$ cat src/rtl/mdu_wb_fifo.sv
// MDU writeback result buffer: holds completed MDU results
// until the CDB arbiter takes them, in strict completion order.
package mdu_wb_pkg;

  typedef struct packed {
    logic       valid;
    logic [3:0] cause;
  } exc_info_t;

  typedef struct packed {
    exc_info_t exc_info;
  } ctrl_t;

  typedef struct packed {
    logic       is_ld;
    logic       is_st;
    logic [1:0] size;
  } lsu_info_t;

  typedef struct packed {
    logic [31:0] w_data;
    logic [5:0]  rob_id;
    logic [4:0]  w_reg;
    logic        r_valid;
    lsu_info_t   lsu_info;
    ctrl_t       ctrl;
  } cdb_info_t;

  localparam int unsigned CDB_W = $bits(cdb_info_t);

endpackage

module mdu_wb_fifo
  import mdu_wb_pkg::*;
#(
  parameter int unsigned DEPTH   = 4,
  parameter int unsigned PTR_LEN = $clog2(DEPTH),
  parameter int unsigned CNT_LEN = $clog2(DEPTH) + 1
) (
  input  logic               clk,
  input  logic               rst,
  input  logic               flush,
  input  logic               in_valid_i,
  input  logic [CDB_W-1:0]   in_result_i,
  output logic               fifo_ready_o,
  output logic               out_valid_o,
  output logic [CDB_W-1:0]   out_result_o,
  input  logic               out_ready_i,
  output logic [CNT_LEN-1:0] count_o
);

  localparam logic [CNT_LEN-1:0] FULL = CNT_LEN'(DEPTH);

  logic [CDB_W-1:0]   mem_q [DEPTH];
  logic [PTR_LEN-1:0] head_q, head_d;
  logic [PTR_LEN-1:0] tail_q, tail_d;
  logic [CNT_LEN-1:0] count_q, count_d;
  logic               ready_q, ready_d;
  logic               push, pop, wr_en;

  assign out_valid_o  = (count_q != '0);
  assign push         = in_valid_i & ready_q;
  assign pop          = out_valid_o & out_ready_i;
  assign wr_en        = push & ~flush & ~rst;
  assign fifo_ready_o = ready_q;
  assign count_o      = count_q;
  assign out_result_o = out_valid_o ? mem_q[head_q] : '0;

  always_comb begin
    head_d  = head_q;
    tail_d  = tail_q;
    count_d = count_q;
    ready_d = ready_q;
    // A flush drops everything, including this cycle's handshakes
    if (flush) begin
      head_d  = '0;
      tail_d  = '0;
      count_d = '0;
      ready_d = 1'b1;
    end else begin
      if (push) tail_d = tail_q + PTR_LEN'(1);
      if (pop)  head_d = head_q + PTR_LEN'(1);
      unique case ({push, pop})
        2'b10:   count_d = count_q + CNT_LEN'(1);
        2'b01:   count_d = count_q - CNT_LEN'(1);
        default: count_d = count_q;
      endcase
      ready_d = (count_d < FULL);
    end
  end

  always_ff @(posedge clk) begin
    if (rst) begin
      head_q  <= '0;
      tail_q  <= '0;
      count_q <= '0;
      ready_q <= 1'b1;
    end else begin
      head_q  <= head_d;
      tail_q  <= tail_d;
      count_q <= count_d;
      ready_q <= ready_d;
    end
  end

  always_ff @(posedge clk) begin
    if (wr_en) mem_q[tail_q] <= in_result_i;
  end

endmodule

$ cat config.mk
export PLATFORM = sky130hd
export DESIGN_NAME = mdu_wb_fifo
export DESIGN_NICKNAME = d
export VERILOG_FILES = /design/src/rtl/mdu_wb_fifo.sv
export SDC_FILE = /design/constraint.sdc
export NUM_CORES = 1
export LEC_CHECK = 0
export CAP_MARGIN = 20
export CORE_ASPECT_RATIO = 1.4
export CORE_UTILIZATION = 30
export DETAILED_ROUTE_END_ITERATION = 8
export GPL_ROUTABILITY_DRIVEN = 0
export PLACE_DENSITY = 0.55
export SLEW_MARGIN = 0
export SYNTH_ARGS = -nofsm -noshare
export SYNTH_HDL_FRONTEND = slang
export SYNTH_SLANG_ARGS = --single-unit
$ cat constraint.sdc
create_clock -name clk -period 3.3 [get_ports clk]
set_input_delay 0.495 -clock clk [delete_from_list [all_inputs] [get_ports clk]]
set_output_delay 0.495 -clock clk [all_outputs]
set_load 0.01 [all_outputs]
==> reports/metrics.csv <==
metric,value,unit
rows,72,
coreArea,0.0278,mm^2
cts_tree,done,
most_repeated_cell_in_the_gate_level_netlist_after_synthesis,sky130_fd_sc_hd__edfxtp_1,
timing.setup.tns,0,ns
fin_crit_sh,89.9,%
post_cts_repair_resize_count,0,
route.detailed.wl_per_inst,18.7,um
fmax,337,MHz
grt_first_pass_wirelength,26300,um
ys_types,31,
post_drt_via_cell_ratio,4.47,
synthMuxAreaShare,14.0,%
critical_path.n_buffers_inverters,2,
grt_pass1_vias,4629,
power_report.internal_total,4.67,mW
clk_pin_slew_worst_paths,0.06,ns
postCtsSetupBuffers,0,
worst_path_dominant_cell_family,buffers and inverters,
final_skew,0.0129,ns
synthesis.instances,389,
setup-violations-final,0,
cts.path.max_buffers,3,
syn_avg_cell_area,22.1,um^2
cts.root.buffer_cell,sky130_fd_sc_hd__clkbuf_16,
detail_route.first_pass.iterations,4,
synth-compound-area-share,0.525,%
syn_nets,453,
synthXorXnorAreaFrac,0.306,%
arrival,2.47,ns
synth_top_area_cell,sky130_fd_sc_hd__edfxtp_1,
total_switching_power,1.18,mW
drtIter0Drc,173,
sequentialPowerShare,53.5,%
cp.required,2.80,ns
static-leakage-power,3.33,nW
drv_cap,0,
critPathCaptureType,output port,
maximum_fanout_along_the_worst_path,21,
cts_hold_repair.buffers,0,
period_minus_slack,2.97,ns
finalHoldViolCount,0,
grt.total_usage,11.8,%
num_vias,4048,
outcome,"complete, no violations",
fin_hold_ws,0.499,ns
edff_count_synth,212,
synth-async-reset-ratio,0,%
final_cell_count_no_fill,906,
worst_path_max_delay_cell,sky130_fd_sc_hd__mux4_2,
maxSlewHeadroom,67.9,%
cts-buffers-inserted,23,
die_width,145,um
critical_path.max_stage_delay,0.57,ns
layout.filler_cells,2535,
synth.yosys.warnings,0,
combinationalPowerShare,6.3,%
p_total,5.84,mW
die_footprint,0.0293,mm^2
peakVddDrop,329,uV
vert_die_dim,202,um
post-route-drc-count,0,
area.growth.synth_to_final,26.8,%
utilization,39.1,%
final_max_slew_viol_count,0,
cts_sinks,222,
portion_of_synthesized_cell_area_occupied_by_the_leading_cell_type,74.2,%
placed_cell_area,0.0102,mm^2
final_antenna_net_count,0,
finish.instance_area,0.0109,mm^2
startpoint_type_of_the_worst_setup_path,flip-flop,
totalWireLength,17000,um
postSynthRegisterBits,222,
final_nets,585,
place.detailed.hpwl,10400,um
initial_utilization,30.8,%
post-route-worst-setup-slack,0.334,ns
synth_top_flop_cell,sky130_fd_sc_hd__edfxtp_1,
clockPowerShare,40.2,%
netlist_area,0.00858,mm^2
yosysSeqAreaShare,76.5,%
critical_path.cell_chain,"buf_4, mux4_2, nor2b_1, clkdlybuf4s50_1",
synth_top_family_by_area,multiplexers,
initial_antenna_violation_count,3,
placed_cells_incl_taps,866,
clk_latency,0.51,ns
grt_max_degree,33,
io_buffers,115,
layout-drive-gt1-share,19.3,%
place_worst_setup_slack,0.686,ns
grt_setup_unrepaired,no,
boundaryPins,116,
clock_tree.htree_level_count,1,
timing.hold.worst.class,reg -> reg,
timing_worst_slew_pin_value,0.480,ns
synthTopCellsByArea,"sky130_fd_sc_hd__edfxtp_1 (74%), sky130_fd_sc_hd__mux4_2 (14%), sky130_fd_sc_hd__nor2b_1 (3.6%), sky130_fd_sc_hd__dfxtp_1 (2.3%), sky130_fd_sc_hd__buf_12 (1.2%)",
worst-setup-path-type,reg -> out,
synthesized_area_fraction_occupied_by_and_or_nand_nor_cells,5.38,%
netSwitchingFraction,20.2,%
globalRouteOverflowTotal,0,
synthAdderAreaFrac,0.962,%
synth_top_cells_by_count,"sky130_fd_sc_hd__edfxtp_1 (212), sky130_fd_sc_hd__mux4_2 (53), sky130_fd_sc_hd__nor2b_1 (50), sky130_fd_sc_hd__dfxtp_1 (10), sky130_fd_sc_hd__clkbuf_1 (6)",
power-per-cell-area,537,mW/mm^2
## flip-flops by register name (all words and copies together), names as in the netlist, named ones only
name          flops
tail_q            2
head_q            2
fifo_ready_o      1
count_o           2
mem_q           212
## worst register-to-register path, cell delays in order (launching register included)
cell and delay, ns:
sky130_fd_sc_hd__dfxtp_1 0.37, sky130_fd_sc_hd__nor3_4 0.21, sky130_fd_sc_hd__buf_4 0.41, sky130_fd_sc_hd__nor2b_2 0.11, sky130_fd_sc_hd__ha_1 0.24, sky130_fd_sc_hd__fa_1 0.39, sky130_fd_sc_hd__xnor2_1 0.16, sky130_fd_sc_hd__o21a_1 0.20
sky130_fd_sc_hd__o21a_1 0.19
## power by group through the flow
stage | clock network, mW | registers, mW | logic (mW)
6_report | 2.35 | 3.13 | 0.366
2_1_floorplan | 0 | 3.19 | 0.157
3_3_place_gp | 0 | 3.18 | 0.369
4_1_cts | 2.42 | 3.13 | 0.377
3_5_place_dp | 0 | 3.19 | 0.375
5_1_grt | 2.52 | 3.13 | 0.398
## cells in the final DEF (no fill, tap or decap), types with 2 or more instances in the layout
cell	synthesis	layout
sky130_fd_sc_hd__nor2_1	4	4
sky130_fd_sc_hd__nor2b_1	50	50
sky130_fd_sc_hd__and3_4	0	4
sky130_fd_sc_hd__clkinv_2	0	2
sky130_fd_sc_hd__dfxtp_4	0	2
sky130_fd_sc_hd__edfxtp_1	212	212
sky130_fd_sc_hd__ha_1	5	5
sky130_fd_sc_hd__buf_12	5	6
sky130_fd_sc_hd__o21ai_0	3	3
sky130_fd_sc_hd__mux4_2	53	53
sky130_fd_sc_hd__nand2_1	4	4
sky130_fd_sc_hd__nor2b_4	3	3
sky130_fd_sc_hd__inv_1	4	4
sky130_fd_sc_hd__clkbuf_1	6	5
sky130_fd_sc_hd__dfxtp_1	10	8
sky130_fd_sc_hd__o21a_1	2	2
sky130_fd_sc_hd__xnor2_1	2	2
sky130_fd_sc_hd__clkdlybuf4s50_1	0	115
sky130_fd_sc_hd__clkinv_1	0	7
sky130_fd_sc_hd__clkbuf_16	0	23
sky130_fd_sc_hd__buf_4	0	6
sky130_fd_sc_hd__a21oi_1	2	2
## path summary, 6_finish.rpt
path / slack (ns) / from / to / cells past startpoint
hold / removal: 0.50 / head_q[0] / head_q[0] / 2
hold reg to reg: 0.50 / head_q[0] / head_q[0] / 2
setup / recovery: 0.33 / flip-flop / out_result_o[44] / 4
setup reg to reg: 0.91 / count_o[1] / flip-flop / 8
## final cells by class
cell class	count	area [um^2]	share of cell area, %
sequential	222	6570	60.4
tap	370	463	4.25
clock buffer	28	594	5.46
timing repair buffer	127	1320	12.1
multi-input combinational	143	1850	17.0
clock inverter	11	75.1	0.690
antenna	1	2.50	0.0230
inverter	4	15.0	0.138
## cells by family (layout without fill, tap and decap cells)
logic type / count (synthesis) / after routing
flops: 222 / 222
mux: 54 / 54
fa+ha+maj: 6 / 6
simple gates: 72 / 72
buf+inv: 24 / 170
xor+xnor: 3 / 3
compound gates: 8 / 8
other cells: 0 / 1
## layer usage
layer / vias up / global-route usage, % / part of all wire, %
met5: - / 0 / 0.17
li1: 1829 / - / -
met3: 25 / 3.16 / 6.0
met4: 4 / 2.85 / 1.6
met1: 2087 / 12.7 / 39
met2: 103 / 22.5 / 54
No activity file was read; power rests on OpenSTA's default activity.
